$ cat config.mk
export PLATFORM = sky130hd
export DESIGN_NAME = stepper_axis
export DESIGN_NICKNAME = d
export VERILOG_FILES = /design/src/rtl/stepper_axis.sv
export SDC_FILE = /design/constraint.sdc
export NUM_CORES = 1
export LEC_CHECK = 0
export ABC_CLOCK_PERIOD_IN_PS = 20700
export CAP_MARGIN = 25
export CORE_MARGIN = 1
export CORE_UTILIZATION = 30
export DETAILED_ROUTE_END_ITERATION = 6
export PLACE_DENSITY = 0.5
export SETUP_SLACK_MARGIN = 0.3
export SLEW_MARGIN = 20
export SYNTH_ARGS = -nofsm -noshare
export SYNTH_HDL_FRONTEND = slang
export SYNTH_SLANG_ARGS = --single-unit
$ cat constraint.sdc
create_clock -name clk_i -period 20.7 [get_ports clk_i]
set_clock_uncertainty 0.2 [all_clocks]
set_input_delay 2.07 -clock clk_i [delete_from_list [all_inputs] [get_ports clk_i]]
set_output_delay 2.07 -clock clk_i [all_outputs]
set_load 0.02 [all_outputs]
$ cat src/rtl/stepper_axis.sv
// Single-axis step/dir pulse generator with linear accel/decel ramp, limit blocking, abort and homing.
// Latency: accepted start edge shows step=1/busy=1 one cycle later; limit/abort stop the move the cycle after sampling.
module stepper_axis #(
    parameter int STEP_W = 32,
    parameter int PER_W  = 32
) (
    input  logic              clk_i,
    input  logic              rst_i,
    input  logic              start_i,
    input  logic              abort_i,
    input  logic              home_i,
    input  logic [STEP_W-1:0] step_in_i,
    input  logic [PER_W-1:0]  start_per_i,
    input  logic [PER_W-1:0]  target_per_i,
    input  logic [PER_W-1:0]  accel_dec_i,
    input  logic              lim_min_i,
    input  logic              lim_max_i,
    output logic              step_o,
    output logic              dir_o,
    output logic              busy_o,
    output logic              done_o,
    output logic              lim_hit_o,
    output logic [STEP_W-1:0] remaining_o
);

    typedef enum logic [1:0] {IDLE, HIGH, LOW} state_t;

    localparam logic [STEP_W-1:0] MOST_NEG = {1'b1, {(STEP_W-1){1'b0}}};
    localparam logic [STEP_W-1:0] STEP_ONE = {{(STEP_W-1){1'b0}}, 1'b1};
    localparam logic [STEP_W-2:0] MAG_ONE  = {{(STEP_W-2){1'b0}}, 1'b1};
    localparam logic [PER_W-1:0]  PER_ONE  = {{(PER_W-1){1'b0}}, 1'b1};

    state_t            state_q, state_d;
    logic              step_q, step_d;
    logic              dir_q, dir_d;
    logic              busy_q, busy_d;
    logic              done_q, done_d;
    logic              lim_hit_q, lim_hit_d;
    logic              home_q, home_d;
    logic              start_prev_q;
    logic [STEP_W-1:0] remaining_q, remaining_d;
    logic [STEP_W-2:0] ramp_q, ramp_d;
    logic [PER_W-1:0]  period_q, period_d;
    logic [PER_W-1:0]  timer_q, timer_d;
    logic [PER_W-1:0]  sp_q, sp_d;
    logic [PER_W-1:0]  tp_q, tp_d;
    logic [PER_W-1:0]  accel_q, accel_d;

    logic [PER_W-1:0]  sp_raw, sp_eff, tp_eff;
    logic [PER_W-1:0]  gap_dn, gap_up, per_dn, per_up, per_next;
    logic [STEP_W-2:0] rem_mag;
    logic [STEP_W-1:0] rem_step;
    logic              start_edge, new_dir, blocked_now, travel_blocked, terminate, accelerate;

    assign sp_raw = (start_per_i == '0) ? PER_ONE : start_per_i;
    assign tp_eff = (target_per_i == '0) ? PER_ONE : target_per_i;
    assign sp_eff = (sp_raw < tp_eff) ? tp_eff : sp_raw;

    assign start_edge     = start_i & ~start_prev_q;
    assign new_dir        = home_i | step_in_i[STEP_W-1];
    assign blocked_now    = new_dir ? lim_min_i : lim_max_i;
    assign travel_blocked = dir_q ? lim_min_i : lim_max_i;
    assign terminate      = abort_i | travel_blocked;

    // remaining never holds the most negative value, so the magnitude fits STEP_W-1 bits
    assign rem_mag  = remaining_q[STEP_W-1] ? (~remaining_q[STEP_W-2:0] + MAG_ONE)
                                            : remaining_q[STEP_W-2:0];
    assign rem_step = remaining_q[STEP_W-1] ? (remaining_q + STEP_ONE) : (remaining_q - STEP_ONE);

    // period always lies in [tp_q, sp_q], so both gaps are non-negative
    assign gap_dn     = period_q - tp_q;
    assign gap_up     = sp_q - period_q;
    assign per_dn     = (accel_q < gap_dn) ? (period_q - accel_q) : tp_q;
    assign per_up     = (accel_q < gap_up) ? (period_q + accel_q) : sp_q;
    assign accelerate = home_q | (rem_mag > ramp_q);
    assign per_next   = accelerate ? per_dn : per_up;

    always_comb begin
        state_d     = state_q;
        step_d      = step_q;
        dir_d       = dir_q;
        busy_d      = busy_q;
        done_d      = 1'b0;
        lim_hit_d   = lim_hit_q;
        home_d      = home_q;
        remaining_d = remaining_q;
        ramp_d      = ramp_q;
        period_d    = period_q;
        timer_d     = timer_q;
        sp_d        = sp_q;
        tp_d        = tp_q;
        accel_d     = accel_q;

        case (state_q)
            IDLE: begin
                if (start_edge) begin
                    if (abort_i) begin
                        done_d = 1'b1;
                    end else if (!home_i && ((step_in_i == '0) || (step_in_i == MOST_NEG))) begin
                        done_d = 1'b1;
                    end else if (blocked_now) begin
                        done_d    = 1'b1;
                        lim_hit_d = 1'b1;
                    end else begin
                        state_d     = HIGH;
                        step_d      = 1'b1;
                        busy_d      = 1'b1;
                        dir_d       = new_dir;
                        home_d      = home_i;
                        remaining_d = home_i ? '0 : step_in_i;
                        lim_hit_d   = 1'b0;
                        ramp_d      = '0;
                        period_d    = sp_eff;
                        timer_d     = sp_eff - PER_ONE;
                        sp_d        = sp_eff;
                        tp_d        = tp_eff;
                        accel_d     = accel_dec_i;
                    end
                end
            end
            HIGH, LOW: begin
                if (terminate) begin
                    state_d = IDLE;
                    step_d  = 1'b0;
                    busy_d  = 1'b0;
                    done_d  = 1'b1;
                    if (travel_blocked) begin
                        lim_hit_d = 1'b1;
                    end
                    // a pulse cut short while high still reached the driver
                    if (home_q) begin
                        remaining_d = '0;
                    end else if (state_q == HIGH) begin
                        remaining_d = rem_step;
                    end
                end else if (timer_q != '0) begin
                    timer_d = timer_q - PER_ONE;
                end else if (state_q == HIGH) begin
                    state_d = LOW;
                    step_d  = 1'b0;
                    timer_d = period_q - PER_ONE;
                    if (!home_q) begin
                        remaining_d = rem_step;
                    end
                end else if ((remaining_q != '0) || home_q) begin
                    state_d  = HIGH;
                    step_d   = 1'b1;
                    period_d = per_next;
                    timer_d  = per_next - PER_ONE;
                    if (!home_q) begin
                        if (accelerate) begin
                            if (per_dn != period_q) begin
                                ramp_d = ramp_q + MAG_ONE;
                            end
                        end else if (ramp_q != '0) begin
                            ramp_d = ramp_q - MAG_ONE;
                        end
                    end
                end else begin
                    state_d = IDLE;
                    busy_d  = 1'b0;
                    done_d  = 1'b1;
                end
            end
            default: state_d = IDLE;
        endcase
    end

    always_ff @(posedge clk_i or posedge rst_i) begin
        if (rst_i) begin
            state_q      <= IDLE;
            step_q       <= 1'b0;
            dir_q        <= 1'b0;
            busy_q       <= 1'b0;
            done_q       <= 1'b0;
            lim_hit_q    <= 1'b0;
            home_q       <= 1'b0;
            start_prev_q <= 1'b0;
            remaining_q  <= '0;
            ramp_q       <= '0;
            period_q     <= '0;
            timer_q      <= '0;
            sp_q         <= '0;
            tp_q         <= '0;
            accel_q      <= '0;
        end else begin
            state_q      <= state_d;
            step_q       <= step_d;
            dir_q        <= dir_d;
            busy_q       <= busy_d;
            done_q       <= done_d;
            lim_hit_q    <= lim_hit_d;
            home_q       <= home_d;
            start_prev_q <= start_i;
            remaining_q  <= remaining_d;
            ramp_q       <= ramp_d;
            period_q     <= period_d;
            timer_q      <= timer_d;
            sp_q         <= sp_d;
            tp_q         <= tp_d;
            accel_q      <= accel_d;
        end
    end

    assign step_o      = step_q;
    assign dir_o       = dir_q;
    assign busy_o      = busy_q;
    assign done_o      = done_q;
    assign lim_hit_o   = lim_hit_q;
    assign remaining_o = remaining_q;

endmodule

==> results of run 1 <==
[metal layers]
layer  share of wire (%)  up-vias
met4                 2.9        2
met2                  44      782
met5               0.014        -
met1                  47    12100
met3                 6.0      114
li1                    -    12400
[worst max-delay path by stage]
| stage | startpoint | to | slack [ns] | depth (start not counted) |
|---|---|---|---|---|
| after floorplan | remaining_o[4] | ramp_q[27] | 11.15 | 34 |
| after global placement | period_q[0] | ramp_q[0] | 11.28 | 31 |
| after detailed placement | period_q[0] | ramp_q[0] | 11.17 | 31 |
| after CTS | period_q[0] | ramp_q[0] | 11.13 | 31 |
| after global routing | period_q[1] | timer_q[31] | 10.67 | 29 |
| final | period_q[0] | ramp_q[0] | 11.14 | 31 |
[synth_stat cells (24+ instances only)]
master	instances	area share [%]
inv_1	217	3.1
mux2i_1	67	2.5
o21a_1	39	1.1
or3_1	34	0.80
a22oi_1	25	0.71
o21ai_0	241	4.5
a211oi_1	53	1.5
and3_1	24	0.57
a211o_1	32	1.1
a31oi_1	37	0.87
nor2_1	225	3.2
nand4_1	45	1.1
nand3_1	72	1.4
nand2b_1	37	0.87
mux2_2	52	2.2
ha_1	313	15
clkbuf_1	121	1.7
a21oi_1	237	4.5
dfrtp_1	232	22
nor2b_1	36	0.85
xor2_1	54	1.8
a21o_1	71	2.0
nor3_1	73	1.4
xnor2_1	167	5.5
o211ai_1	41	1.2
o31ai_1	39	1.1
nor4_1	63	1.5
nand2_1	329	4.7
[stage by stage]
stage	cells	hold slack, ns	instance area, sq um	util (%)
after floorplan	3333	0.250	26500	-
after global placement	4518	0.263	29300	33.6
after detailed placement	4520	0.272	29300	33.6
after CTS	4580	0.285	30400	34.9
after global routing	4581	0.314	30400	34.9
final	4581	0.282	30400	34.9
[registers in the layout, summed over array words and instances, names as in the netlist, 2 cells and up]
signal / count
sp_q: 32
state_q: 2
remaining_o: 32
accel_q: 32
period_q: 32
timer_q: 32
tp_q: 32
ramp_q: 31
[layout make-up]
| cell class | count | area (sq um) | share of cell area [%] |
|---|---|---|---|
| clock buffer | 50 | 1020 | 3.36 |
| clock inverter | 10 | 113 | 0.370 |
| inverter | 219 | 830 | 2.73 |
| multi-input combinational | 2716 | 19300 | 63.3 |
| sequential | 232 | 5810 | 19.1 |
| tap | 1155 | 1450 | 4.75 |
| timing repair buffer | 199 | 1940 | 6.38 |
[worst reg2reg max path: cells and delay by family, from the launching register on]
family,cells,cell delay [ns]
xor+xnor,2,0.42
fa+ha+maj,3,0.86
simple gates,5,1.13
compound gates,15,4.43
mux,2,0.85
buf+inv,4,1.09
flops,1,0.47
[cells by family (layout without fill, tap and decap cells)]
logic type,Yosys count,after routing
and+or+nand+nor,1029,1029
xor gates and xnor gates,221,221
muxes,125,125
adders and majority gates,319,319
AOI/OAI and AO/OA,1022,1022
buffers and inverters,385,478
DFF,232,232
==> summary.md, run 1 <==
| Metric | Value |
|---|---|
| Final period util | 46.2% |
| Die W | 299 um |
| Top_reg_cell synth | dfrtp_1 |
| Die area | 89,700 sq um |
| Post-CTS Hold Fix Bufs | 0 |
| Number of synthesized flops with an enable pin | 0 |
| Worst reg-to-reg path cell count | 31 |
| Slew @ Worst Pin | 1.24 ns |
| Reg2reg end | ramp_q[0] |
| Final worst setup slack | 11.14 ns |
| Detail Route Antenna Nets | 0 |
| Slew margin rel. | 16.7% |
| Final setup fails | 0 |
| Fmax achieved | 105 MHz |
| Share of layout cells above drive strength 1 | 6.22% |
| Fin crit period | 9.56 ns |
| NumNets Final | 3,857 |
| Reg clk slew, reported paths | 0.06 ns |
| Yosys warns | 0 |
| Mapped Nets | 3,787 |
| Failing checks | design-rule violations |
| WP data required | 20.94 ns |
| Post-CTS sizing | 0 |
| Detailed-route wire length per cell | 22.3 um |
| Register area share after synthesis | 21.9% |
| Synthesized cell area | 26,500 sq um |
| CTS Buf Count | 35 |
| FF+latch count, synth | 232 |
| Setup tns final | 0 ns |
| XOR/XNOR share of the synthesized area | 7.29% |
| Crit Path Category | flop to flop |
| Top Usage Layer GRT | met2 |
| Post-CTS setup buffer count | 0 |
| RSZ-0062 raised after global routing | false |
| Main combinational cell family by area after synthesis | compound AO/OA/AOI/OAI gates |
| Num Clock Sinks | 232 |
| Crit path max-delay family | compound AO/OA/AOI/OAI gates |
| DR vias | 25,400 |
| Slowest CP cell | o41ai_1 |
| WL final | 102,000 um |
| Ys async rst share | 100% |
| Critical path buffer and inverter count | 4 |
| H-tree depth | 2 |
| Global-route wire length before repair | 154,000 um |
| CP Capture Type | flop |
| Clk buf depth | 3 |
| Syn Area/Cell | 7.96 sq um |
| Slowest cell delay on critical path | 0.70 ns |
| Core area | 87,200 sq um |
| Startpoint of the worst hold path | tp_q[14] |
| GR Overflow Total | 0 |
| Simple-gate portion of the synthesized area | 19.0% |
| Hold Crit Depth | 2 |
| Starting Density | 30.4% |
| Met1 usage | 32.0% |
| Avg Vias per Cell | 5.55 |
| R2R setup slack | 11.14 ns |
| HPWL after DPL | 80,700 um |
| Final-report hold violation count | 0 |
| Worst-Skew Late Latency | 0.59 ns |
| Adder-cell share of the synthesized area | 15.2% |
| CTS tree | done |
| Met2 GRT Util | 35.1% |
| Antenna violations before repair | 1 |
| Final Wtd Congestion | 0.942 |
| Largest fanout on the critical path | 32 |
| Most frequent cells in the layout | 329 x nand2_1, 312 x ha_1, 241 x o21ai_0 |
| Number of distinct library cells after synthesis | 110 |
| P&R area growth vs syn | 14.7% |
| WP data arrival | 9.80 ns |
| # DRC | 5 |
| # diodes | 0 |
| Root Driver | clkbuf_16 |
| Initial DRC Count | 2,061 |
| Fin. max-slew vios | 0 |
| Max Cap Viol | 0 |
| I/O Buffers | 171 |
| Compound-gate portion of the synthesized area | 25.9% |
| DRT Pass-1 Iters | 7 |
| Worst r2r src | period_q[0] |
| HP Class | flop to flop |
| # fillers | 9,228 |
| CP Launch Type | flop |
| Dpl ws | 11.17 ns |
| Hold Crit Endpoint | tp_q[14] |
| Commonest non-fill, non-tap cell in the layout | nand2_1 |
| Total Routing Usage GR | 22.4% |
| Die Y | 299 um |
| Rows | 108 |
| Largest net degree at the start of global routing | 110 |
| Global routing usage on met3 | 2.70% |
| Post-synthesis mux area share | 5.01% |
| IO Pins | 172 |
| Gate Count Post-Synth | 3,333 |
| Vias in the first global route | 24,500 |
| Status | complete, but fails checks |
Power of run 1 is left out: the tool's default activity adds up to more than one toggle a clock period on the data nets, which glitch-free logic cannot reach.
==> inputs of run 2 (changes only) <==
Settings changed: ABC_CLOCK_PERIOD_IN_PS 20700 to 9480.
Clock period 20.7 ns to 9.48 ns, I/O delays scaled along.
==> summary.md, run 2 (synthesized netlist as in run 1, its figures left out) <==
| Metric | Value |
|---|---|
| Status | finished, final reports clean (was complete, but fails checks) |
| Starting Density | 30.4% (unchanged) |
| # diodes | 0 (unchanged) |
| Vias in the first global route | 24,800 (was 24,500) |
| Fin. max-slew vios | 0 (unchanged) |
| # DRC | 0 (was 5) |
| Post-CTS Hold Fix Bufs | 0 (unchanged) |
| Die Y | 299 um (unchanged) |
| # fillers | 9,274 (was 9,228) |
| Met1 usage | 31.4% (was 32.0%) |
| Share of layout cells above drive strength 1 | 7.44% (was 6.22%) |
| Global-route wire length before repair | 156,000 um (was 154,000 um) |
| Post-CTS sizing | 0 (unchanged) |
| Most repeated library cell on the critical path | a21oi_1 |
| DR vias | 25,600 (was 25,400) |
| Worst-Skew Late Latency | 0.59 ns (about the same) |
| Die W | 299 um (unchanged) |
| Num Clock Sinks | 232 (unchanged) |
| Reg clk slew, reported paths | 0.06 ns (about the same) |
| Most frequent cells in the layout | 329 x nand2_1, 312 x ha_1, 241 x o21ai_0 (unchanged) |
| H-tree depth | 2 (unchanged) |
| Final-report hold violation count | 0 (unchanged) |
| Fmax achieved | 114 MHz (was 105 MHz) |
| P&R area growth vs syn | 16.1% (was 14.7%) |
| Hold Slack | 0.277 ns (was 0.282 ns) |
| WP data arrival | 9.11 ns (was 9.80 ns) |
| RSZ-0062 raised after global routing | false (unchanged) |
| NumNets Final | 3,897 (was 3,857) |
| Detail Route Antenna Nets | 0 (unchanged) |
| Core area | 87,200 sq um (unchanged) |
| DRT Pass-1 Iters | 6 (was 7) |
| GR Overflow Total | 0 (unchanged) |
| Crit Path Category | flop to flop (unchanged) |
| WP data required | 9.79 ns (was 20.94 ns) |
| Largest net degree at the start of global routing | 148 (was 110) |
| I/O Buffers | 171 (unchanged) |
| Antenna violations before repair | 10 (was 1) |
| Fin crit period | 8.80 ns (was 9.56 ns) |
| Met2 GRT Util | 35.7% (was 35.1%) |
| Initial DRC Count | 1,701 (was 2,061) |
| Largest fanout on the critical path | 17 (was 32) |
| Top Usage Layer GRT | met2 (unchanged) |
| Total Routing Usage GR | 22.7% (was 22.4%) |
| HP Class | flop to flop (unchanged) |
| Commonest non-fill, non-tap cell in the layout | nand2_1 (unchanged) |
| Slowest CP cell | o41ai_1 (unchanged) |
| Final Wtd Congestion | 0.952 (was 0.942) |
| Detailed-route wire length per cell | 22.4 um (was 22.3 um) |
| CTS tree | done (unchanged) |
| Post-CTS setup buffer count | 0 (unchanged) |
| Global routing usage on met3 | 3.96% (was 2.70%) |
| Slew @ Worst Pin | 1.05 ns (was 1.24 ns) |
| Avg Vias per Cell | 5.53 (was 5.55) |
| WL final | 104,000 um (was 102,000 um) |
| HPWL after DPL | 82,500 um (was 80,700 um) |
| Final worst setup slack | 0.681 ns (was 11.14 ns) |
| Final period util | 92.8% (was 46.2%) |
| Root Driver | clkbuf_16 (unchanged) |
| IO Pins | 172 (unchanged) |
| CP Capture Type | flop (unchanged) |
| Setup tns final | 0 ns (unchanged) |
| Max Cap Viol | 0 (unchanged) |
| Final setup fails | 0 (unchanged) |
| Die area | 89,700 sq um (unchanged) |
| Slew margin rel. | 30.3% (was 16.7%) |
| Slowest cell delay on critical path | 0.75 ns (was 0.70 ns) |
| Rows | 108 (unchanged) |
| CTS Buf Count | 35 (unchanged) |
| Dpl ws | 0.434 ns (was 11.17 ns) |
| CP Launch Type | flop (unchanged) |
| Clk buf depth | 3 (unchanged) |
==> run 2: worst max-delay path: cells and delay by family (launching register included) <==
family / cells / cell delay [ns]
XOR/XNOR: 1 / 0.11
adder cells (fa/ha/maj): 2 / 0.79
flip-flops: 1 / 0.59
AO/OA/AOI/OAI: 19 / 5.24
AND/OR/NAND/NOR: 5 / 1.13
buffers and inverters: 3 / 0.64
==> run 2: metal layers <==
layer	part of all wire, %	up-vias
met5	0.12	-
met2	44	822
met4	3.2	20
met3	7.0	149
li1	-	12500
met1	46	12100
==> run 2: layout make-up <==
class                           instances  area, sq um  share of cell area (%)
Timing Repair Buffer                  239         2260                    7.35
Tap cell                             1155         1450                    4.69
Clock inverter                         19          225                   0.731
Sequential cell                       232         5810                    18.9
Inverter                              219          830                    2.69
Clock buffer                           44          960                    3.12
Multi-Input combinational cell       2716        19300                    62.6
==> run 2: through the flow <==
step | cells | instance area, sq um | utilization [%]
6_report | 4624 | 30800 | 35.3
5_1_grt | 4624 | 30800 | 35.3
4_1_cts | 4619 | 30800 | 35.3
3_5_place_dp | 4556 | 29600 | 33.9
3_3_place_gp | 4555 | 29600 | 33.9
2_1_floorplan | 3333 | 26500 | -
==> run 2: path summary, 6_finish.rpt <==
| path | endpoint | slack [ns] | cells past startpoint | startpoint |
|---|---|---|---|---|
| min reg2reg | tp_q[3] | 0.28 | 2 | tp_q[3] |
| max | timer_q[31] | 0.68 | 30 | period_q[1] |
| min | tp_q[3] | 0.28 | 2 | tp_q[3] |
| min in group asynchronous | dir_o | 0.70 | 2 | rst_i |
| max in group asynchronous | sp_q[20] | 7.05 | 3 | rst_i |
| max reg2reg | timer_q[31] | 0.68 | 30 | period_q[1] |
Power of run 2 is left out for the same reason.
